`src/rtl/glb_dma_hdr_queue_pkg.sv`:
```
// Shared types and field offsets for the GLB DMA header queue.
// Slot fields are held at 32 bits; the top masks writes to the live widths.
package glb_dma_hdr_queue_pkg;

  localparam int SLOT_FIELD_W = 32;
  localparam int DONE_CNT_W   = 8;

  typedef struct packed {
    logic                    valid;
    logic [SLOT_FIELD_W-1:0] start_addr;
    logic [SLOT_FIELD_W-1:0] num_words;
  } dma_hdr_slot_t;

  localparam logic [1:0] FIELD_VALIDATE = 2'd0;
  localparam logic [1:0] FIELD_START    = 2'd1;
  localparam logic [1:0] FIELD_NUM      = 2'd2;
  localparam logic [1:0] FIELD_STATUS   = 2'd3;

endpackage

```
`src/rtl/glb_dma_hdr_pio_dec.sv`:
```
// PIO decode: registered ack/nack/read data, combinational write strobe.
// Ports: PIO request in, slot state in, read/ack/nack out, write strobe out.
module glb_dma_hdr_pio_dec
  import glb_dma_hdr_queue_pkg::*;
#(
  parameter int QUEUE_DEPTH    = 4,
  parameter int DATA_WIDTH     = 32,
  parameter int REG_ADDR_WIDTH = 6,
  localparam int IW = $clog2(QUEUE_DEPTH)
) (
  input  logic                      clk,
  input  logic                      reset,
  input  logic                      wr,
  input  logic                      rd,
  input  logic [REG_ADDR_WIDTH-1:0] addr,
  input  dma_hdr_slot_t             slots [QUEUE_DEPTH],
  input  logic [IW-1:0]             head_idx,
  input  logic [DONE_CNT_W-1:0]     done_cnt,
  output logic [DATA_WIDTH-1:0]     read_data,
  output logic                      ack,
  output logic                      nack,
  output logic                      wr_en,
  output logic [IW-1:0]             wr_slot,
  output logic [1:0]                wr_field
);

  logic [REG_ADDR_WIDTH-3:0] slot_sel;
  logic [IW-1:0]             idx;
  logic [1:0]                field;
  logic                      in_range;
  logic                      locked;
  logic                      bad;
  logic                      req;
  dma_hdr_slot_t             sel;
  logic [DATA_WIDTH-1:0]     rd_val;

  always_comb begin
    slot_sel = addr[REG_ADDR_WIDTH-1:2];
    field    = addr[1:0];
    idx      = slot_sel[IW-1:0];
    in_range = 32'(slot_sel) < QUEUE_DEPTH;
    sel      = slots[idx];
    // armed headers are locked against address/length edits
    locked   = sel.valid &&
               (field == FIELD_START || field == FIELD_NUM);
    req      = wr || rd;
    bad      = (wr && rd) || !in_range ||
               (wr && (field == FIELD_STATUS || locked));
    wr_en    = wr && !bad;
    wr_slot  = idx;
    wr_field = field;
    rd_val   = '0;
    unique case (1'b1)
      field == FIELD_VALIDATE:
        rd_val = DATA_WIDTH'(sel.valid);
      field == FIELD_START:
        rd_val = DATA_WIDTH'(sel.start_addr);
      field == FIELD_NUM:
        rd_val = DATA_WIDTH'(sel.num_words);
      field == FIELD_STATUS:
        rd_val = DATA_WIDTH'({done_cnt, 6'b0,
                              idx == head_idx, sel.valid});
    endcase
  end

  always_ff @(posedge clk or posedge reset) begin
    if (reset) begin
      ack       <= 1'b0;
      nack      <= 1'b0;
      read_data <= '0;
    end else begin
      ack       <= req && !bad;
      nack      <= req && bad;
      read_data <= (rd && !bad) ? rd_val : '0;
    end
  end

endmodule

```
`src/rtl/glb_dma_hdr_queue.sv`:
```
// Ring of DMA header slots programmed over PIO, presented head-first.
// Ports: PIO bus, flush, head header out, hdr_done in, head_idx/num_pending out.
module glb_dma_hdr_queue
  import glb_dma_hdr_queue_pkg::*;
#(
  parameter int QUEUE_DEPTH     = 4,
  parameter int ADDR_WIDTH      = 19,
  parameter int NUM_WORDS_WIDTH = 16,
  parameter int DATA_WIDTH      = 32,
  parameter int REG_ADDR_WIDTH  = 6,
  localparam int IW = $clog2(QUEUE_DEPTH)
) (
  input  logic                       clk,
  input  logic                       reset,
  input  logic                       h2d_pio_dec_write,
  input  logic                       h2d_pio_dec_read,
  input  logic [REG_ADDR_WIDTH-1:0]  h2d_pio_dec_address,
  input  logic [DATA_WIDTH-1:0]      h2d_pio_dec_write_data,
  output logic [DATA_WIDTH-1:0]      d2h_dec_pio_read_data,
  output logic                       d2h_dec_pio_ack,
  output logic                       d2h_dec_pio_nack,
  input  logic                       flush,
  output logic                       hdr_valid,
  output logic [ADDR_WIDTH-1:0]      hdr_start_addr,
  output logic [NUM_WORDS_WIDTH-1:0] hdr_num_words,
  input  logic                       hdr_done,
  output logic [IW-1:0]              head_idx,
  output logic [IW:0]                num_pending
);

  dma_hdr_slot_t         slots [QUEUE_DEPTH];
  dma_hdr_slot_t         head_slot;
  logic [DONE_CNT_W-1:0] done_cnt;
  logic                  wr_en;
  logic [IW-1:0]         wr_slot;
  logic [1:0]            wr_field;
  logic                  done_eff;
  logic [QUEUE_DEPTH-1:0] nxt_valid;
  logic [IW:0]           nxt_pending;

  glb_dma_hdr_pio_dec #(
    .QUEUE_DEPTH    (QUEUE_DEPTH),
    .DATA_WIDTH     (DATA_WIDTH),
    .REG_ADDR_WIDTH (REG_ADDR_WIDTH)
  ) u_pio_dec (
    .clk       (clk),
    .reset     (reset),
    .wr        (h2d_pio_dec_write),
    .rd        (h2d_pio_dec_read),
    .addr      (h2d_pio_dec_address),
    .slots     (slots),
    .head_idx  (head_idx),
    .done_cnt  (done_cnt),
    .read_data (d2h_dec_pio_read_data),
    .ack       (d2h_dec_pio_ack),
    .nack      (d2h_dec_pio_nack),
    .wr_en     (wr_en),
    .wr_slot   (wr_slot),
    .wr_field  (wr_field)
  );

  assign head_slot      = slots[head_idx];
  assign hdr_valid      = head_slot.valid;
  assign hdr_start_addr = head_slot.start_addr[ADDR_WIDTH-1:0];
  assign hdr_num_words  = head_slot.num_words[NUM_WORDS_WIDTH-1:0];
  assign done_eff       = hdr_done && head_slot.valid;

  // host validate write is applied after the completion clear,
  // so a same-cycle re-arm of the head slot wins
  always_comb begin
    nxt_valid   = '0;
    nxt_pending = '0;
    for (int i = 0; i < QUEUE_DEPTH; i++) begin
      nxt_valid[i] = slots[i].valid;
      if (done_eff && IW'(i) == head_idx)
        nxt_valid[i] = 1'b0;
      if (wr_en && wr_field == FIELD_VALIDATE &&
          wr_slot == IW'(i))
        nxt_valid[i] = h2d_pio_dec_write_data[0];
    end
    if (flush)
      nxt_valid = '0;
    for (int i = 0; i < QUEUE_DEPTH; i++)
      nxt_pending = nxt_pending + (IW+1)'(nxt_valid[i]);
  end

  always_ff @(posedge clk or posedge reset) begin
    if (reset) begin
      for (int i = 0; i < QUEUE_DEPTH; i++)
        slots[i] <= '0;
      head_idx    <= '0;
      num_pending <= '0;
      done_cnt    <= '0;
    end else begin
      for (int i = 0; i < QUEUE_DEPTH; i++) begin
        slots[i].valid <= nxt_valid[i];
        if (wr_en && wr_slot == IW'(i)) begin
          if (wr_field == FIELD_START)
            slots[i].start_addr <= SLOT_FIELD_W'(
              h2d_pio_dec_write_data[ADDR_WIDTH-1:0]);
          if (wr_field == FIELD_NUM)
            slots[i].num_words <= SLOT_FIELD_W'(
              h2d_pio_dec_write_data[NUM_WORDS_WIDTH-1:0]);
        end
      end
      num_pending <= nxt_pending;
      if (flush)
        head_idx <= '0;
      else if (done_eff)
        head_idx <= head_idx + 1'b1;
      if (done_eff && !flush)
        done_cnt <= done_cnt + 1'b1;
    end
  end

endmodule

```
`config.mk`:
```
export PLATFORM = sky130hd
export DESIGN_NAME = glb_dma_hdr_queue
export DESIGN_NICKNAME = d
export VERILOG_FILES = /design/src/rtl/glb_dma_hdr_queue_pkg.sv /design/src/rtl/glb_dma_hdr_pio_dec.sv /design/src/rtl/glb_dma_hdr_queue.sv
export SDC_FILE = /design/constraint.sdc
export NUM_CORES = 1
export LEC_CHECK = 0
export CAP_MARGIN = 20
export CORE_ASPECT_RATIO = 2
export CORE_UTILIZATION = 53
export CTS_CLUSTER_DIAMETER = 80
export CTS_CLUSTER_SIZE = 12
export DETAILED_ROUTE_END_ITERATION = 12
export HOLD_SLACK_MARGIN = 0.03
export MAX_ROUTING_LAYER = met4
export PLACE_DENSITY = 0.88
export REMOVE_ABC_BUFFERS = 1
export SLEW_MARGIN = 15
export SYNTH_ARGS = -nofsm -noshare
export SYNTH_HDL_FRONTEND = slang
export SYNTH_SLANG_ARGS = --single-unit
```
`constraint.sdc`:
```
create_clock -name clk -period 13.3 [get_ports clk]
set_input_delay 1.995 -clock clk [delete_from_list [all_inputs] [get_ports clk]]
set_output_delay 1.995 -clock clk [all_outputs]
set_load 0.01 [all_outputs]
```
==> results.txt <==
----------------------------------------------------
[Die]
  Initial core utilization ... 0.540
  Num ports ... 119
  Area inside the core boundary ... between 15000 and 20000 um2
  Number of rows created at floorplan ... 67
  Vert. Die Dim ... approximately 190 um
  Die X-Extent ... 94.4 um
  Die area ... 17600 um2

[Pwr]
  Power per Cell Area ... 115 nW/um2
  Part of the total power dissipated in combinational logic ... 0.106
  Fraction of power consumed by sequential logic ... 0.488
  Leak Pwr ... 4.78 nW
  Part of the power in the clock network ... 0.407
  Power Internal ... 0.911 mW
  Peak supply drop ... 0.0953 mV
  Switching Share ... 0.251
  Net Switching ... 0.306 mW

[Cells and area]
  Layout overhead on the synthesized area ... 17.1%
  Final std cell area, no fill ... 10600 um2
  Final-layout fill cell count ... 1189
  Ratio of cells with drive above 1 in the final layout ... 0.374
  Final layout net count ... 728
  Diode count ... 0

[STA]
  Worst hold slack ... about 480 ps
  Period utilization ... 0.361
  Setup_tns ... 0 ps
  Measured slew at the worst slew-check pin ... 1090 ps
  Final-report hold violation count ... 0
  Count of pins over their slew limit ... 0
  Final setup vio count ... 0
  Relative slew margins ... 0.270
  Fin worst setup slack ... 8490 ps
  Setup repair after global routing missed its margin ... no
  Final Skew ... about 8.0 ps
  Minimum clock period ... 4810 ps
  Peak clock frequency supported by timing ... 208 MHz

[CTS]
  Number of buffers created by CTS ... 17
  Resized cells post-CTS ... 0
  H-Tree Level Count ... 4
  Clk sink count ... 178
  Insertion delay to the later sink of the worst-skew pair ... 430 ps
  Number of buffers inserted for hold repair after clock tree synthesis ... 0
  Setup Fix Bufs, Post-CTS ... 0
  Clock transition time at the flip-flop clock pins of the worst setup and hold paths ... ~70 ps
  Clock tree buffer depth ... 2
  Clock root buffer ... sky130_fd_sc_hd__clkbuf_16
  TritonCTS clock tree ... built

[Critical path]
  Setup slack of the most critical reg-to-reg path ... 9790 ps
  Type of the worst setup path ... primary input to register
  Startpoint class of the critical path ... primary input
  Endpoint required time on the critical path ... between 10000 and 15000 ps
  Arrival @ worst endpoint ... 5120 ps
  Biggest fanout along the worst timing path ... 12
  Critical Path End Type ... register

[Synthesis]
  Post-Synthesis Cells ... 595
  Cell area after synthesis ... between 9000 and 10000 um2
  FF+latch count, synth ... approximately 180
  Share of the yosys chip area belonging to registers ... 0.492
  Distinct cells, synth ... 45
  Average cell area after synthesis ... 15.2 um2
  Ys Warns ... 0

[Routing]
  Number of DRC violations after detailed routing ... 0
  Routed Wire Length ... 20800 um
  Number of vias after detailed routing ... 5664
  Length of the first detailed-routing pass in iterations ... 5
  Avg WL per Cell ... 23.3 um
  Number of vias per cell after detailed routing ... 6.36
  Antenna Nets Post-Route ... 0
  Initial detailed-routing violation count ... 365

[GRT]
  Largest net degree at the start of global routing ... 98
  Wire length of the first global-routing pass ... 33200 um
  Grt total ovfl ... 0
  Number of antenna violations at the first check in global routing ... 0
  Via count of the first global-routing pass ... 6122
  Aggregate global-route resource usage ... 0.264

[Placed design]
  Half-perimeter wire length after placement ... between 10000 and 15000 um
  Placer Congestion ... 0.850
  Minimum setup slack after placement ... between 8000 and 9000 ps
  Instance area at placement ... between 9000 and 10000 um2
  PortBufs ... around 90

[Worst hold path]
  Worst min-delay path category ... register to register

[Outcome]
  Status ... finished, final reports clean

[Run]
  Number of maximum-capacitance constraint violations ... 0

----------------------------------------------------
[path summary, 6_finish.rpt]
check	from	to	cells past startpoint
max	h2d_pio_dec_address[0]	num_pending[1]	9
min	done_cnt[7]	done_cnt[7]	1
max reg2reg	head_idx[0]	num_pending[1]	9
min reg2reg	done_cnt[7]	done_cnt[7]	1
max in group asynchronous	reset	slots[209]	3
min in group asynchronous	reset	slots[129]	2
[metal layers]
metal,vias to the layer above,track usage,share of wire
li1,2372,-,-
met1,2994,0.301,0.36
met2,237,0.440,0.55
met3,61,0.0488,0.048
met4,0,0.131,0.039
met5,-,-,0
[power groups by stage]
stage / clock network (mW) / logic [mW] / registers (mW)
floorplan: 0 / 0.0763 / 0.595
global placement: 0 / 0.124 / 0.597
detailed placement: 0 / 0.129 / 0.602
CTS: 0.502 / 0.130 / 0.592
global route: 0.522 / 0.138 / 0.596
finish: 0.494 / 0.129 / 0.593
[flip-flops by register name (all words and copies together), names as in the netlist]
register             cells
head_idx                 2
done_cnt                 8
slots                  144
u_pio_dec.ack            1
num_pending              3
u_pio_dec.read_data     19
u_pio_dec.nack           1
[metrics by stage]
step	instances	util	power (mW)
CTS	890	0.631	1.22
detailed placement	858	0.596	0.731
finish	891	0.632	1.22
global placement	858	0.596	0.720
global route	891	0.632	1.26
floorplan	554	-	0.671
[kinds of logic (layout without fill, tap and decap cells)]
group                      Yosys count  count (layout)  synth area share
muxes                              215             215             0.361
DFF                                178             178             0.492
and+or+nand+nor                     72              72            0.0448
buffers and inverters               64             141            0.0401
AOI/OAI and AO/OA                   43              43            0.0339
adders and majority gates           13              13            0.0188
xor gates and xnor gates             9               9           0.00871
other                                1              13          0.000414
[area by class of cell]
class / count / area (um2) / area share
Inverter: 11 / 46.3 / 0.00437
Clock buffer: 18 / 439 / 0.0414
Clock inverter: 14 / 144 / 0.0136
Tap cell: 207 / 259 / 0.0244
Sequential cell: 178 / 4460 / 0.420
Timing Repair Buffer: 98 / 976 / 0.0920
Multi-Input combinational cell: 365 / 4280 / 0.404
[cells in the mapped netlist, drive strengths merged]
library cell	count	area share
mux4	72	0.18
conb	1	0.00041
xnor2	8	0.0077
a21oi	14	0.0077
mux2	143	0.18
a41oi	2	0.0019
and2	3	0.0022
nand2b	1	0.00069
nor3b	1	0.00083
dfrtp	178	0.49
and4	1	0.00097
a2111oi	1	0.0030
and3	8	0.0061
a22oi	15	0.012
nor4b	1	0.0017
o22ai	1	0.00069
a31oi	1	0.00069
clkbuf	13	0.0054
fa	1	0.0022
inv	11	0.0046
ha	12	0.017
buf	40	0.030
nor2	10	0.0041
a32oi	3	0.0029
a21o	1	0.00083
nand4	4	0.0028
o21ai	3	0.0017
and3b	2	0.0019
xor2	1	0.00097
nor3	3	0.0022
a211o	1	0.00097
o2bb2ai	1	0.00097
nand2	27	0.015
or2	3	0.0021
nand3	8	0.0044
[cells in the final DEF, fill, tap and decap left out, drive strengths merged, types with 2 or more instances in the layout]
master,netlist,routed
dfrtp,178,178
mux2,143,143
clkdlybuf4s50,0,90
mux4,72,72
nand2,27,27
clkbuf,13,18
inv,11,18
a22oi,15,15
a21oi,14,14
conb,1,13
ha,12,12
nor2,10,10
xnor2,8,8
nand3,8,8
and3,8,8
buf,40,8
nand4,4,4
clkinv,0,4
o21ai,3,3
a32oi,3,3
or2,3,3
and2,3,3
nor3,3,3
and3b,2,2
a41oi,2,2
clkinvlp,0,2
[worst max-delay path: stages]
cell and delay (ps):
sky130_fd_sc_hd__clkdlybuf4s50_1 470, sky130_fd_sc_hd__ha_1 440, sky130_fd_sc_hd__nor4b_2 680, sky130_fd_sc_hd__a32oi_1 230, sky130_fd_sc_hd__or2_2 320, sky130_fd_sc_hd__fa_1 480
sky130_fd_sc_hd__inv_1 40, sky130_fd_sc_hd__ha_1 170, sky130_fd_sc_hd__ha_1 270
(Power assumes the default switching activity.)
